**config.mk**
```make
export PLATFORM = sky130hd
export DESIGN_NAME = core_dbus_wb_bridge
export DESIGN_NICKNAME = d
export VERILOG_FILES = /design/src/rtl/core_dbus_wb_bridge.sv
export SDC_FILE = /design/constraint.sdc
export NUM_CORES = 1
export LEC_CHECK = 0
export ABC_AREA = 1
export BUFFER_PORTS_ARGS = -buffer_cell sky130_fd_sc_hd__buf_2
export CELL_PAD_IN_SITES_DETAIL_PLACEMENT = 1
export CELL_PAD_IN_SITES_GLOBAL_PLACEMENT = 1
export CORE_AREA = 8 8 152 154
export CTS_CLUSTER_DIAMETER = 60
export DETAILED_ROUTE_END_ITERATION = 12
export DIE_AREA = 0 0 160 162
export PLACE_DENSITY = 0.88
export SYNTH_ARGS = -nofsm -noshare
export SYNTH_HDL_FRONTEND = slang
export SYNTH_SLANG_ARGS = --single-unit
```
**constraint.sdc**
```tcl
create_clock -name clk -period 2.3 [get_ports clk]
set_clock_uncertainty 0.05 [all_clocks]
set_input_delay 0 -clock clk [delete_from_list [all_inputs] [get_ports clk]]
set_output_delay 0 -clock clk [all_outputs]
set_load 0.005 [all_outputs]
```
**src/rtl/core_dbus_wb_bridge.sv**
```systemverilog
// MEM-stage data port to Wishbone classic master bridge.
// Handles byte-lane steering, load extension, alignment checks and an ack timeout.
module core_dbus_wb_bridge #(
    parameter int TIMEOUT_CYCLES = 255
) (
    input  logic        clk,
    input  logic        reset_n,
    input  logic [31:0] mem_addr_mem,
    input  logic [31:0] mem_wdata_mem,
    input  logic        mem_write_mem,
    input  logic        mem_read_mem,
    input  logic [2:0]  mem_op_mem,
    output logic [31:0] mem_rdata_mem,
    output logic        stall_pipl,
    output logic        wb_cyc_o,
    output logic        wb_stb_o,
    output logic        wb_we_o,
    output logic [31:0] wb_adr_o,
    output logic [31:0] wb_dat_o,
    output logic [3:0]  wb_sel_o,
    input  logic [31:0] wb_dat_i,
    input  logic        wb_ack_i,
    input  logic        wb_err_i,
    output logic        bus_err_o,
    output logic [1:0]  bus_err_cause_o
);

    // state | meaning
    // IDLE  | waiting for a load/store request from the core
    // BUSY  | Wishbone cycle outstanding, waiting for ack/err/timeout
    // DONE  | one-cycle completion: stall released, data/error valid
    typedef enum logic [1:0] {IDLE, BUSY, DONE} state_t;

    localparam logic [15:0] TO_LIMIT = 16'(TIMEOUT_CYCLES);

    state_t      state;
    logic [1:0]  lat_off;
    logic [2:0]  lat_op;
    logic        lat_we;
    logic [15:0] to_cnt;
    logic [31:0] rdata_q;
    logic [1:0]  cause_q;
    logic        err_q;

    logic        req;
    logic        illegal_op;
    logic        misaligned;
    logic [31:0] st_dat;
    logic [3:0]  st_sel;
    logic [7:0]  ld_byte;
    logic [15:0] ld_half;
    logic [31:0] ld_data;
    logic [15:0] to_inc;
    logic        timed_out;

    assign req        = mem_write_mem | mem_read_mem;
    assign illegal_op = (mem_op_mem == 3'b011) | (mem_op_mem[2] & mem_op_mem[1]);
    assign misaligned = ((mem_op_mem[1:0] == 2'b01) & mem_addr_mem[0]) |
                        ((mem_op_mem[1:0] == 2'b10) & (mem_addr_mem[1:0] != 2'b00));

    always_comb begin
        st_dat = mem_wdata_mem;
        st_sel = 4'b1111;
        case (mem_op_mem[1:0])
            2'b00: begin
                st_dat = {4{mem_wdata_mem[7:0]}};
                st_sel = 4'b0001 << mem_addr_mem[1:0];
            end
            2'b01: begin
                st_dat = {2{mem_wdata_mem[15:0]}};
                st_sel = mem_addr_mem[1] ? 4'b1100 : 4'b0011;
            end
            default: begin
                st_dat = mem_wdata_mem;
                st_sel = 4'b1111;
            end
        endcase
    end

    always_comb begin
        ld_byte = 8'h00;
        case (lat_off)
            2'd0:    ld_byte = wb_dat_i[7:0];
            2'd1:    ld_byte = wb_dat_i[15:8];
            2'd2:    ld_byte = wb_dat_i[23:16];
            default: ld_byte = wb_dat_i[31:24];
        endcase
        ld_half = lat_off[1] ? wb_dat_i[31:16] : wb_dat_i[15:0];
        case (lat_op)
            3'b000:  ld_data = {{24{ld_byte[7]}}, ld_byte};
            3'b100:  ld_data = {24'h0, ld_byte};
            3'b001:  ld_data = {{16{ld_half[15]}}, ld_half};
            3'b101:  ld_data = {16'h0, ld_half};
            default: ld_data = wb_dat_i;
        endcase
    end

    assign to_inc    = (to_cnt == 16'hFFFF) ? to_cnt : to_cnt + 16'd1;
    assign timed_out = (to_inc >= TO_LIMIT);

    // Gated by reset so the freeze releases immediately while reset is held.
    assign stall_pipl = reset_n & (((state == IDLE) & req) | (state == BUSY));

    assign mem_rdata_mem   = rdata_q;
    assign bus_err_o       = err_q;
    assign bus_err_cause_o = cause_q;

    always_ff @(posedge clk or negedge reset_n) begin
        if (!reset_n) begin
            state    <= IDLE;
            lat_off  <= 2'b00;
            lat_op   <= 3'b000;
            lat_we   <= 1'b0;
            to_cnt   <= 16'h0;
            rdata_q  <= 32'h0;
            cause_q  <= 2'b00;
            err_q    <= 1'b0;
            wb_cyc_o <= 1'b0;
            wb_stb_o <= 1'b0;
            wb_we_o  <= 1'b0;
            wb_adr_o <= 32'h0;
            wb_dat_o <= 32'h0;
            wb_sel_o <= 4'h0;
        end else begin
            case (state)
                IDLE: begin
                    if (req) begin
                        lat_off <= mem_addr_mem[1:0];
                        lat_op  <= mem_op_mem;
                        lat_we  <= mem_write_mem;
                        if (illegal_op | misaligned) begin
                            state   <= DONE;
                            cause_q <= 2'b11;
                            err_q   <= 1'b1;
                            if (!mem_write_mem) rdata_q <= 32'h0;
                        end else begin
                            state    <= BUSY;
                            to_cnt   <= 16'h0;
                            wb_cyc_o <= 1'b1;
                            wb_stb_o <= 1'b1;
                            wb_we_o  <= mem_write_mem;
                            wb_adr_o <= {mem_addr_mem[31:2], 2'b00};
                            wb_dat_o <= st_dat;
                            wb_sel_o <= st_sel;
                        end
                    end
                end
                BUSY: begin
                    if (wb_err_i | wb_ack_i | timed_out) begin
                        state    <= DONE;
                        wb_cyc_o <= 1'b0;
                        wb_stb_o <= 1'b0;
                        wb_we_o  <= 1'b0;
                        wb_adr_o <= 32'h0;
                        wb_dat_o <= 32'h0;
                        wb_sel_o <= 4'h0;
                        // err beats ack, ack beats a timeout landing on the same cycle
                        if (wb_err_i) begin
                            cause_q <= 2'b01;
                            err_q   <= 1'b1;
                            if (!lat_we) rdata_q <= 32'h0;
                        end else if (wb_ack_i) begin
                            if (!lat_we) rdata_q <= ld_data;
                        end else begin
                            cause_q <= 2'b10;
                            err_q   <= 1'b1;
                            if (!lat_we) rdata_q <= 32'h0;
                        end
                    end else begin
                        to_cnt <= to_inc;
                    end
                end
                DONE: begin
                    state   <= IDLE;
                    cause_q <= 2'b00;
                    err_q   <= 1'b0;
                end
                default: state <= IDLE;
            endcase
        end
    end

endmodule
```
Word level (Yosys, flattened, before mapping)
Index checks and enable logic that the tools add are counted.
Operators by class
  add/subtract/negate cells: 1
  order comparisons: 1
  shift-type cells: 1
  eq/ne operators: 19
  bitwise logic cells: 12
  muxes and demuxes: 54
  reductions and logical operators: 13
Operator list (count)
  two-way mux 32 bit: 13
  one-hot mux 32 bit (2 select lines): 4
  one-hot mux 32 bit (4 select lines): 1
  two-way mux 16 bit: 5
  one-hot mux 16 bit (2 select lines): 1
  one-hot mux 8 bit (3 select lines): 1
  adder 16 x 1 -> 16 bit, second input constant: 1
  equality test 16 bit, second input constant: 1
  greater-or-equal comparator 16 x 8 -> 1 bit, second input constant: 1
  two-way mux 2 bit: 8
  two-way mux 4 bit: 4
  one-hot mux 4 bit (2 select lines): 2
  two-way mux 1 bit: 10
  != test 2 bit, second input constant: 4
  AND reduction 4 bit: 2
  bitwise OR 1 bit: 7
  equality test 2 x 1 -> 1 bit, second input constant: 3
  equality test 2 bit, second input constant: 3
  equality test 3 bit, second input constant: 2
  zero test 2 bit: 3
  one-hot mux 2 bit (3 select lines): 1
  AND reduction 6 bit: 1
  AND 1 bit: 5
  AND reduction 5 bit: 1
  13 further kinds: 17
Storage, ports and cells
  output and inout port bits: 107
  register bits after elaboration: 129
  word-level logic and storage cells: 114
  input bits: 105

Depth between registers and ports, before layout
Gate-level depths: netlist of the first run.
  word-level depth: 8
  mapped depth: 17
  depth with buffers taken out: 15

Least setup slack after synthesis of the first run
No wires, ideal clock.
  kind: reg-to-reg
  start point: register to_cnt[0]
  end point: register wb_dat_o[24]
  stages on the path, launching flop included: 17
  setup time: 0.122 ns
  period minus slack after synthesis: 2.253 ns
  path slack: 0.047 ns
  path buffers: 2
  arrival time: 2.081 ns
  required time: 2.128 ns
  cell sequence: dfrtp_1 ha_1 inv_1 nor2_4 nand2_4 nor2_8 inv_2 nand2_1 nand2_1 nor2_1 nand3_1 nand3_4 nand2_4 buf_6 buf_6 nand2_1 nand2_1
Between the ends
  word-level cells in the longest chain between the ends: 6
  elaborated cells on any way between the ends: 7
  those cells by class: 1 x add/sub; 1 x order compare; 2 x eq/ne; 1 x mux; 1 x bitwise; 1 x reduce/logical
RTL lines
  start: declaration: line 40  | logic [15:0] to_cnt;
  start signal: assignment: line 170  | to_cnt <= to_inc;
  adder 16 x 1 -> 16 bit or equality test 16 bit (tied branches): line 98  | assign to_inc = (to_cnt == 16'hFFFF) ? to_cnt : to_cnt + 16'd1;
  two-way mux 16 bit *: line 98
  greater-or-equal comparator 16 x 8 -> 1 bit *: line 99  | assign timed_out = (to_inc >= TO_LIMIT);
  bitwise OR 1 bit *: line 149  | if (wb_err_i | wb_ack_i | timed_out) begin
  != test 2 x 1 -> 1 bit (no line) *
  AND reduction 4 bit (no line) *
  end signal: assignment: line 143  | wb_dat_o <= st_dat;
  end: declaration: line 19  | output logic [31:0] wb_dat_o,
Every way passes the cells marked *; elsewhere a longest branch is shown, timed or not.
A chain may end at the register's enable or synchronous reset.

Worst setup path after layout of the first run
  start point: register to_cnt[1]
  end point: register wb_dat_o[17]
Same word-level chain as after synthesis.

==> impl_metrics.csv, run 1 <==
group,metric,value,unit
outcome,status,"finished, violations left",
outcome,violations,"setup timing",
place,post_dp_cell_area,8220,µm²
synthesis,avgSynthCellArea,7.26,µm²
cts,clkSlewWorstSetupHoldPaths,0.06,ns
setup_path,rr_startpoint,"to_cnt[1]",
synthesis,synth-edff-count,0,
hold_path,hp-start,"wb_dat_i[7]",
sta,rsz0062_at_grt,"true",
sta,max_freq,0.397,GHz
final_layout,finalNetCount,1347,
setup_path,arrival,2.81,ns
route,vias,8373,
place,io_buffer_count,209,
pwr,p_total,12.2,mW
hold_path,min_to,"mem_rdata_mem[7]",
cts,htreeDepth,4,
final_layout,synthToLayoutAreaGrowth,59.9,%
synthesis,yosys.cell_count.top_type,"nand2_1",
sta,period_share,110,%
sta,period_needed,2.52,ns
final_layout,multi_input_area,3790,µm²
route,drtIter0Drc,530,
setup_path,reg2reg_depth,15,
hold_path,holdPathStages,5,
grt,overflow,0,
sta,finalHoldViolCount,0,
sta,setup_ws,-0.220,ns
route,route.detailed.drc,0,
setup_path,setup.worst_path.end_class,"register",
place,hpwl,19200,µm
cts,clockBufferDepth,2,
sta,worst_hold_slack,0.00473,ns
final_layout,fill_cells,2508,
synthesis,yosysTopAreaCellShare,47.4,%
synthesis,ys.flop_type,"dfrtp_1",
setup_path,crit_start,"to_cnt[1]",
route,via_per_inst,5.48,
synthesis,synth-seq-cells,127,
grt,grtUsageTotal,22.6,%
floorplan,die_area,25900,µm²
cts,clockRootBuffer,"clkbuf_16",
pwr,ir_worst_vdd,0.000614,V
place,place.gp.congestion,0.892,
place,dp.cells,1397,
setup_path,rr_endpoint,"wb_dat_o[17]",
sta,fin_setup_tns,-17.64,ns
route,ant_nets,0,
grt,antenna_found_initial,1,
sta,setup_viol,121,
pwr,p_leak,5.52,nW
cts,cts_buffers,17,
final_layout,postLayoutCellArea,10700,µm²
synthesis,synthTopCellsByArea,"dfrtp_1 47%, nand2_1 20%, o21ai_0 6.3%",
floorplan,start_util,32.4,%
synthesis,synthArstFlopShare,100,%
synthesis,ys_seq_area_share,47.4,%
setup_path,ff2ff_setup_slack,-0.22,ns
pwr,power_density,1140,nW/µm²
route,avgRoutedWirePerCell,23.5,µm
final_layout,register_area,3180,µm²
synthesis,ys_warn_count,0,
final_layout,drive_gt1_share,38.5,%
floorplan,die_y,162,µm
synthesis,synth_common_cells,"358 x nand2_1, 127 x dfrtp_1, 84 x o21ai_0, 79 x nor2_1, 61 x nand3_1",
grt,grt_max_degree,52,
setup_path,required,2.59,ns
cts,cts_tree,"done",
floorplan,die_x,160,µm
synthesis,synth.distinct_cells,35,
sta,relSlewSlack,26.4,%
grt,grt_pass1_wl,46700,µm
synthesis,synth_area_leader_cell,"dfrtp_1",
setup_path,startpoint_type,"register",
floorplan,rows,53,
setup_path,cp_max_fo,8,
route,wl,35900,µm
sta,tightest_slew,1.10,ns
grt,grt_pass1_vias,8544,
floorplan,io_pins,212,
setup_path,crit_type,"reg2reg",
final_layout,finalNonFillerCells,1528,
cts,clock_sinks,127,
route,drtPass1Iterations,5,
synthesis,syn-cell-area,6700,µm²
cts,clk_latency,0.43,ns
flow_run,cap_violations,0,
floorplan,coreArea,20700,µm²
final_layout,diodes,0,
synthesis,syn_inst,923,
hold_path,hold_class,"in2reg",
sta,finalMaxSlewViolations,0,
power by group:
group          total (mW)  switching [mW]  internal [mW]  leakage, nW
clock                2.93            1.17           1.77        0.288
sequential           3.77           0.822           2.95         1.68
combinational        5.46            3.27           2.19         3.56
final cells by class:
type,count,share of cell area (%)
clock buffers,19,4.23
clock inverters,12,1.49
inverters,61,2.23
multi-input cells,693,35.4
flip-flops and latches,127,29.7
well taps,275,3.21
repair buffers,341,23.8
layer usage:
metal	track usage, %	part of all wire, %	vias to the layer above
met5	0	0.036	-
met4	9.98	4.3	2
met3	7.06	8.1	111
met2	36.7	48	483
met1	27.2	39	4156
li1	-	-	3621
cell families after synthesis:
family | synth area share (%)
AOI/OAI and AO/OA | 13.1
xor gates and xnor gates | 0.392
adders and majority gates | 0.187
buffers and inverters | 6.69
DFF | 47.4
other | 0.0560
and+or+nand+nor | 32.1
critical path, stage by stage (launching register included):
cell and delay (ns):
dfrtp_1 0.43, ha_4 0.22, nand3_2 0.10, nor2_1 0.13, buf_4 0.16, xor2_1 0.34
nand2_4 0.08, nand2_2 0.07, nor2_2 0.04, nand3_2 0.08, nand3_4 0.08, buf_12 0.17
nand2_8 0.13, clkbuf_16 0.18, nand2_2 0.06, o21ai_2 0.08
how the worst max path moves through the flow:
stage                              end  depth (start not counted)
global placement    bus_err_cause_o[1]                         15
CTS                        wb_dat_o[5]                         16
detailed placement  bus_err_cause_o[1]                         15
floorplan                 wb_dat_o[24]                         16
finish                    wb_dat_o[17]                         15
global route                 to_cnt[5]                         14
what timing repair did:
item / in CTS / in global routing
gates resized for setup: 5 / 263
hold endpoints to repair: 204 / 0
buffers inserted: 0 / 7
endpoints found under the setup margin: 119 / 121
pin swaps: 4 / 21
hold buffers: 78 / 0
gates cloned: 0 / 15
registers in the layout, summed over array words and instances, names as in the netlist:
signal,flops
bus_err_cause_o,2
bus_err_o,1
lat_off,2
lat_op,3
lat_we,1
mem_rdata_mem,32
state,2
to_cnt,16
wb_adr_o,30
wb_dat_o,32
wb_sel_o,4
wb_stb_o,1
wb_we_o,1
cell usage in the layout (no fill, tap or decap), drive strengths merged, types with 3 or more instances in the layout:
cell	instances
nand2	363
buf	254
dfrtp	127
o21ai	97
nor2	86
dlygate4sd3	78
nand3	62
inv	61
a21oi	40
clkbuf	28
o221ai	9
nand4	8
o211ai	7
nor3	5
clkinv	5
clkinvlp	4
a32oi	3
bufinv	3
xor2	3
through the flow:
| step | setup slack (ns) | utilization (%) |
|---|---|---|
| 6_report | -0.220 | 51.8 |
| 5_1_grt | -0.325 | 51.8 |
| 4_1_cts | -0.0129 | 46.6 |
| 3_5_place_dp | -0.122 | 39.7 |
| 3_3_place_gp | 0.0626 | 39.7 |
| 2_1_floorplan | 0.0472 | - |
Power figures use the tool's default switching activity.
==> run 2, diff against run 1 <==
--- a/config.mk
+++ b/config.mk
@@ -16,2 +16,3 @@
 export PLACE_DENSITY = 0.88
+export SETUP_SLACK_MARGIN = 0.1
 export SYNTH_ARGS = -nofsm -noshare
--- a/constraint.sdc
+++ b/constraint.sdc
@@ -4,2 +4,2 @@
 set_output_delay 0 -clock clk [all_outputs]
-set_load 0.005 [all_outputs]
+set_load 0.1 [all_outputs]
==> run 2 against run 1 <==
  * The flow still finishes with violations (setup timing)
  * Setup slack improved by 0.011 ns
  * Sequential power decreased by 3%
  * Core utilization decreased by 2.4 points
  * Hold slack improved by 0.014 ns
  * Flip-flop and latch count unchanged
  * Sequential share of layout area increased by 1.4 points
  * Largest cell class unchanged
  * Count of clock-buffer cells in the layout decreased by 1
  * Register-to-register slack improved by 0.06 ns
  * Design area decreased by 4.6%
  * Critical path type is now in2reg
==> impl_metrics.csv, run 2 (same netlist as run 1, synthesis figures left out) <==
group,metric,value,unit
place,io_buffer_count,209,
hold_path,hold_class,"in2reg",
final_layout,multi_input_area,3380,µm²
final_layout,final_cell_mix,"302 x nand2_1, 207 x buf_2, 123 x dfrtp_1",
pwr,p_total,16.0,mW
final_layout,finalNetCount,1351,
final_layout,fill_cells,2575,
setup_path,required,2.61,ns
sta,relSlewSlack,49.0,%
setup_path,crit_buf_inv,5,
outcome,status,"finished, violations left",
pwr,seq_power_share,22.9,%
route,via_per_inst,5.30,
grt,grt_max_degree,118,
floorplan,die_area,25900,µm²
setup_path,rr_startpoint,"to_cnt[0]",
grt,grt_pass1_wl,48300,µm
grt,grtUsageTotal,23.3,%
pwr,pwr-share-comb,59.6,%
grt,grtUsageMet1,27.4,%
floorplan,die_y,162,µm
pwr,ir_worst_vdd,0.00153,V
cts,htreeDepth,4,
floorplan,start_util,32.4,%
cts,clk_latency,0.43,ns
sta,worst_hold_slack,0.0186,ns
pwr,power.share.clock,17.5,%
cts,clockBufferDepth,2,
setup_path,setup.worst_path.end_class,"register",
cts,clockRootBuffer,"clkbuf_16",
cts,clkSlewWorstSetupHoldPaths,0.06,ns
flow_run,cap_violations,0,
route,wl,33000,µm
grt,overflow,0,
sta,setup_viol,82,
place,hpwl,19400,µm
setup_path,crit_type,"in2reg",
sta,rsz0062_at_grt,"true",
route,route.detailed.drc,0,
cts,cts_tree,"done",
final_layout,final_common_cell,"nand2_1",
route,vias,8147,
floorplan,rows,53,
sta,period_needed,2.51,ns
sta,max_freq,0.399,GHz
pwr,p_int,6.44,mW
grt,busiest_layer,"met2",
setup_path,crit_start,"mem_op_mem[0]",
setup_path,cp_max_fo,12,
setup_path,crit_chain,"dlygate4sd3_1 -> buf_2 -> inv_1 -> nand2_1 -> or3_1 -> nand2_1 -> nand2_1 -> inv_2 -> nand2_1 -> buf_4 -> a21oi_1 -> o221ai_1 -> nand2_2",
sta,tightest_slew,0.762,ns
setup_path,cp_common_cell,"nand2_1",
sta,finalMaxSlewViolations,0,
hold_path,hp-start,"wb_dat_i[7]",
cts,clock_sinks,127,
pwr,p_leak,5.33,nW
pwr,power_density,1570,nW/µm²
final_layout,synthToLayoutAreaGrowth,52.7,%
pwr,sw_frac_of_total,59.8,%
grt,met2_usage,39.2,%
setup_path,slowest_delay,0.54,ns
cts,cts_buffers,17,
sta,finalHoldViolCount,0,
grt,grt_pass1_vias,8753,
setup_path,arrival,2.82,ns
setup_path,startpoint_type,"input port",
outcome,violations,"setup timing",
grt,use_met3,7.06,%
grt,antenna_found_initial,3,
route,avgRoutedWirePerCell,21.5,µm
route,ant_nets,0,
route,drtPass1Iterations,5,
route,drtIter0Drc,512,
place,place.gp.congestion,0.870,
final_layout,register_area,3180,µm²
sta,setup_ws,-0.209,ns
pwr,p_switching,9.59,mW
final_layout,drive_gt1_share,31.5,%
sta,period_share,109,%
setup_path,worst_path_dominant_cell_family,"buffers and inverters",
floorplan,die_x,160,µm
floorplan,io_pins,212,
setup_path,critPathSlowestCell,"dlygate4sd3_1",
floorplan,coreArea,20700,µm²
setup_path,ff2ff_setup_slack,-0.16,ns
## run 2: through the flow
step	instances	cell area (µm²)	TNS (ns)	setup WS (ns)	utilization, %
3_3_place_gp	1398	8250	0	0.0654	39.9
6_report	1536	10200	-4.77	-0.209	49.4
2_1_floorplan	924	6720	0	0.139	-
4_1_cts	1525	9920	0	0.0326	48.0
3_5_place_dp	1398	8250	-2.63	-0.102	39.9
5_1_grt	1536	10200	-16.13	-0.338	49.4
## run 2: repair_timing
item,in CTS,in global routing
hold buffers,80,0
gates resized for setup,39,79
pin swaps,18,14
endpoints found under the setup margin,119,121
gates cloned,2,2
endpoints found under the hold margin,205,0
setup buffers,13,6
## run 2: worst paths after layout
check	end	cells after the start
min in group asynchronous	wb_adr_o[8]	3
worst max-delay path	wb_dat_o[26]	13
worst min-delay path	mem_rdata_mem[7]	5
worst min register to register	wb_adr_o[27]	2
worst max register to register	wb_stb_o	16
max in group asynchronous	wb_adr_o[12]	3
## run 2: layout make-up
cell class,instances,area share (%)
multi-input cells,691,33.1
flip-flops and latches,127,31.1
repair buffers,347,24.3
clock buffers,18,4.20
well taps,275,3.36
inverters,61,2.31
clock inverters,14,1.55
diodes,3,0.0734
## run 2: power groups by stage
| stage | registers (mW) | logic [mW] | clock network (mW) |
|---|---|---|---|
| 3_3_place_gp | 3.49 | 8.49 | 0 |
| 6_report | 3.67 | 9.55 | 2.80 |
| 3_5_place_dp | 3.50 | 8.64 | 0 |
| 2_1_floorplan | 8.09 | 2.07 | 0 |
| 5_1_grt | 3.73 | 9.94 | 2.92 |
| 4_1_cts | 3.49 | 9.01 | 2.80 |
## run 2: worst register-to-register path: stages, from the launching register on
cell	delay (ns)
dfrtp_2	0.44
ha_4	0.18
inv_2	0.04
nor2_4	0.14
nand2_4	0.10
nor2_8	0.21
inv_8	0.08
nand2_4	0.07
nand2_2	0.05
nor2_1	0.12
nand3_1	0.12
nand3_4	0.18
nand2_8	0.10
buf_12	0.15
clkbuf_16	0.16
nand2_2	0.06
nand2_1	0.08
## run 2: per-layer routing
metal / up-vias / wire length [µm]
li1: 3631 / -
met5: - / 0
met2: 409 / 16200
met3: 86 / 2550
met1: 4021 / 13300
met4: 0 / 971
==> run 3, diff against run 2 <==
Settings changed: PLACE_DENSITY 0.88 to 0.74, SETUP_SLACK_MARGIN 0.1 to 0.02.
==> run 3 against run 2 <==
  * The flow still finishes with violations (setup timing)
  * Cell count is 1.4% higher
  * Maximum frequency is 4.5% higher
  * Hold slack better by 0.0029 ns
  * Via count hardly changed
  * Flip-flop and latch count stayed put
  * Combinational power is 6% higher
  * Setup slack better by 0.11 ns
  * Sequential share of layout area is 1.7 points lower
  * First-iteration DRC count is 6.6% lower
  * Core utilization is 2.9 points higher
  * Highest routed layer unchanged
  * Clock power hardly changed
  * Register-to-register slack better by 0.06 ns
==> impl_metrics.csv, run 3 (same netlist as run 1, synthesis figures left out) <==
group,metric,value,unit
grt,grt_max_degree,70,
setup_path,slowest_delay,0.42,ns
sta,setup_viol,95,
setup_path,critPathSlowestCell,"dfrtp_1",
floorplan,die_x,160,µm
grt,grt_pass1_wl,46400,µm
route,vias,8155,
sta,relSlewSlack,10.8,%
sta,setup_ws,-0.101,ns
sta,finalHoldViolCount,0,
final_layout,final_util,52.3,%
pwr,power_density,1520,nW/µm²
final_layout,fill_cells,2523,
floorplan,coreArea,20700,µm²
setup_path,cp_common_cell,"nand2_1",
final_layout,synthToLayoutAreaGrowth,61.6,%
sta,period_needed,2.40,ns
cts,clkSlewWorstSetupHoldPaths,0.07,ns
pwr,p_leak,5.58,nW
place,dp.cells,1412,
sta,max_freq,0.417,GHz
flow_run,cap_violations,0,
setup_path,worst_path_dominant_cell_family,"simple AND/OR/NAND/NOR gates",
setup_path,required,2.62,ns
route,ant_nets,0,
route,avgRoutedWirePerCell,21.2,µm
place,io_buffer_count,209,
cts,cts_buffers,17,
place,hpwl,18800,µm
cts,clock_sinks,127,
route,via_per_inst,5.23,
hold_path,hold_class,"in2reg",
route,drtPass1Iterations,5,
cts,clk_latency,0.43,ns
floorplan,die_area,25900,µm²
cts,clockRootBuffer,"clkbuf_16",
final_layout,final_common_cell,"nand2_1",
pwr,p_total,16.5,mW
final_layout,final_cell_mix,"287 x nand2_1, 207 x buf_2, 124 x dfrtp_1",
pwr,ir_worst_vdd,0.00125,V
final_layout,finalNetCount,1375,
grt,grt_pass1_vias,8481,
grt,antenna_found_initial,1,
place,dp_worst_setup_slack,-0.114,ns
setup_path,setup.worst_path.end_class,"register",
place,place.gp.congestion,0.835,
route,drtIter0Drc,478,
setup_path,crit_buf_inv,4,
outcome,violations,"setup timing",
cts,cts_tree,"done",
outcome,status,"finished, violations left",
setup_path,cp_max_fo,8,
route,wl,33000,µm
floorplan,rows,53,
sta,tightest_slew,1.33,ns
sta,rsz0062_at_grt,"true",
route,route.detailed.drc,0,
floorplan,io_pins,212,
floorplan,die_y,162,µm
cts,htreeDepth,4,
grt,overflow,0,
setup_path,crit_chain,"buf_6 -> nand2_2 -> nor2_4 -> buf_4 -> or2_2 -> a21oi_1 -> nor2_2 -> nand3_2 -> nand3_4 -> buf_12 -> nand2_8 -> clkbuf_16 -> nand2_1 -> nand2_1",
grt,grtUsageTotal,22.2,%
floorplan,start_util,32.4,%
final_layout,drive_gt1_share,37.0,%
setup_path,startpoint_type,"register",
setup_path,crit_type,"reg2reg",
sta,period_share,104,%
setup_path,arrival,2.72,ns
sta,finalMaxSlewViolations,0,
final_layout,finalNonFillerCells,1558,
cts,clockBufferDepth,2,
==> run 3: changes by cell type in the layout (fill, tap and decap cells not counted), moves of 3 or more <==
cell	before	now
buf_6	6	15
a21oi_1	38	34
clkbuf_16	19	26
nand2_1	302	287
nand2_2	45	58
nand2_4	13	16
dlygate4sd3_1	80	84
o21ai_0	72	42
nor2_1	69	66
nand3_1	57	54
o21ai_2	3	33
==> run 3: power breakdown <==
group	internal (mW)	switching (mW)	leakage, nW
logic	2.18	7.87	3.61
registers	2.95	0.660	1.68
clock network	1.56	1.25	0.288
==> run 3: metrics by stage <==
stage / hold slack, ns / cell area, µm² / setup TNS, ns
finish: 0.0215 / 10800 / -2.99
global route: 0.0525 / 10800 / -19.04
global placement: -0.0705 / 8360 / -0.00182
CTS: 0.00775 / 9860 / 0
detailed placement: -0.0672 / 8360 / -6.91
floorplan: -0.346 / 6700 / 0
==> run 3: worst reg2reg max path: cells and delay by family (launching register included) <==
kind / cells / cell delay (ns)
AO/OA/AOI/OAI: 1 / 0.22
buffers and inverters: 4 / 0.64
flip-flops: 1 / 0.42
AND/OR/NAND/NOR: 9 / 1.01
==> run 3: final timing paths <==
path | startpoint | to | slack, ns | cells past startpoint
worst max-delay path | to_cnt[1] | wb_adr_o[4] | -0.10 | 14
worst min-delay path | mem_addr_mem[1] | state[1] | 0.02 | 4
worst max register to register | to_cnt[1] | wb_adr_o[4] | -0.10 | 14
worst min register to register | bus_err_cause_o[0] | bus_err_cause_o[0] | 0.42 | 2
max in group asynchronous | reset_n | to_cnt[9] | 1.35 | 3
min in group asynchronous | reset_n | wb_dat_o[23] | 0.03 | 2
==> run 3: per-layer routing <==
metal | share of wire (%) | wire length (µm) | up-vias | GRT usage, %
met5 | 0 | 0 | - | 0
met4 | 2.6 | 865 | 0 | 8.54
met3 | 7.3 | 2410 | 67 | 6.68
met2 | 51 | 16700 | 364 | 36.8
met1 | 39 | 13000 | 4038 | 26.8
li1 | - | - | 3686 | -
==> run 3: layout make-up <==
class                      instances  area, µm²  share of cell area (%)
multi-input combinational        693       3650                    33.8
sequential                       127       3180                    29.4
timing repair buffer             369       2820                    26.1
clock buffer                      18        439                    4.06
tap                              275        344                    3.18
inverter                          61        235                    2.17
clock inverter                    14        146                    1.35
antenna                            1       2.50                  0.0231
==> run 3: what timing repair did <==
item | 4_1_cts | 5_1_grt
gates resized for setup | 13 | 209
endpoints found under the hold margin | 207 | 0
pin swaps | 3 | 29
hold buffers | 85 | 0
cloned | 0 | 15
endpoints found under the setup margin | 118 | 121
buffers inserted | 2 | 12
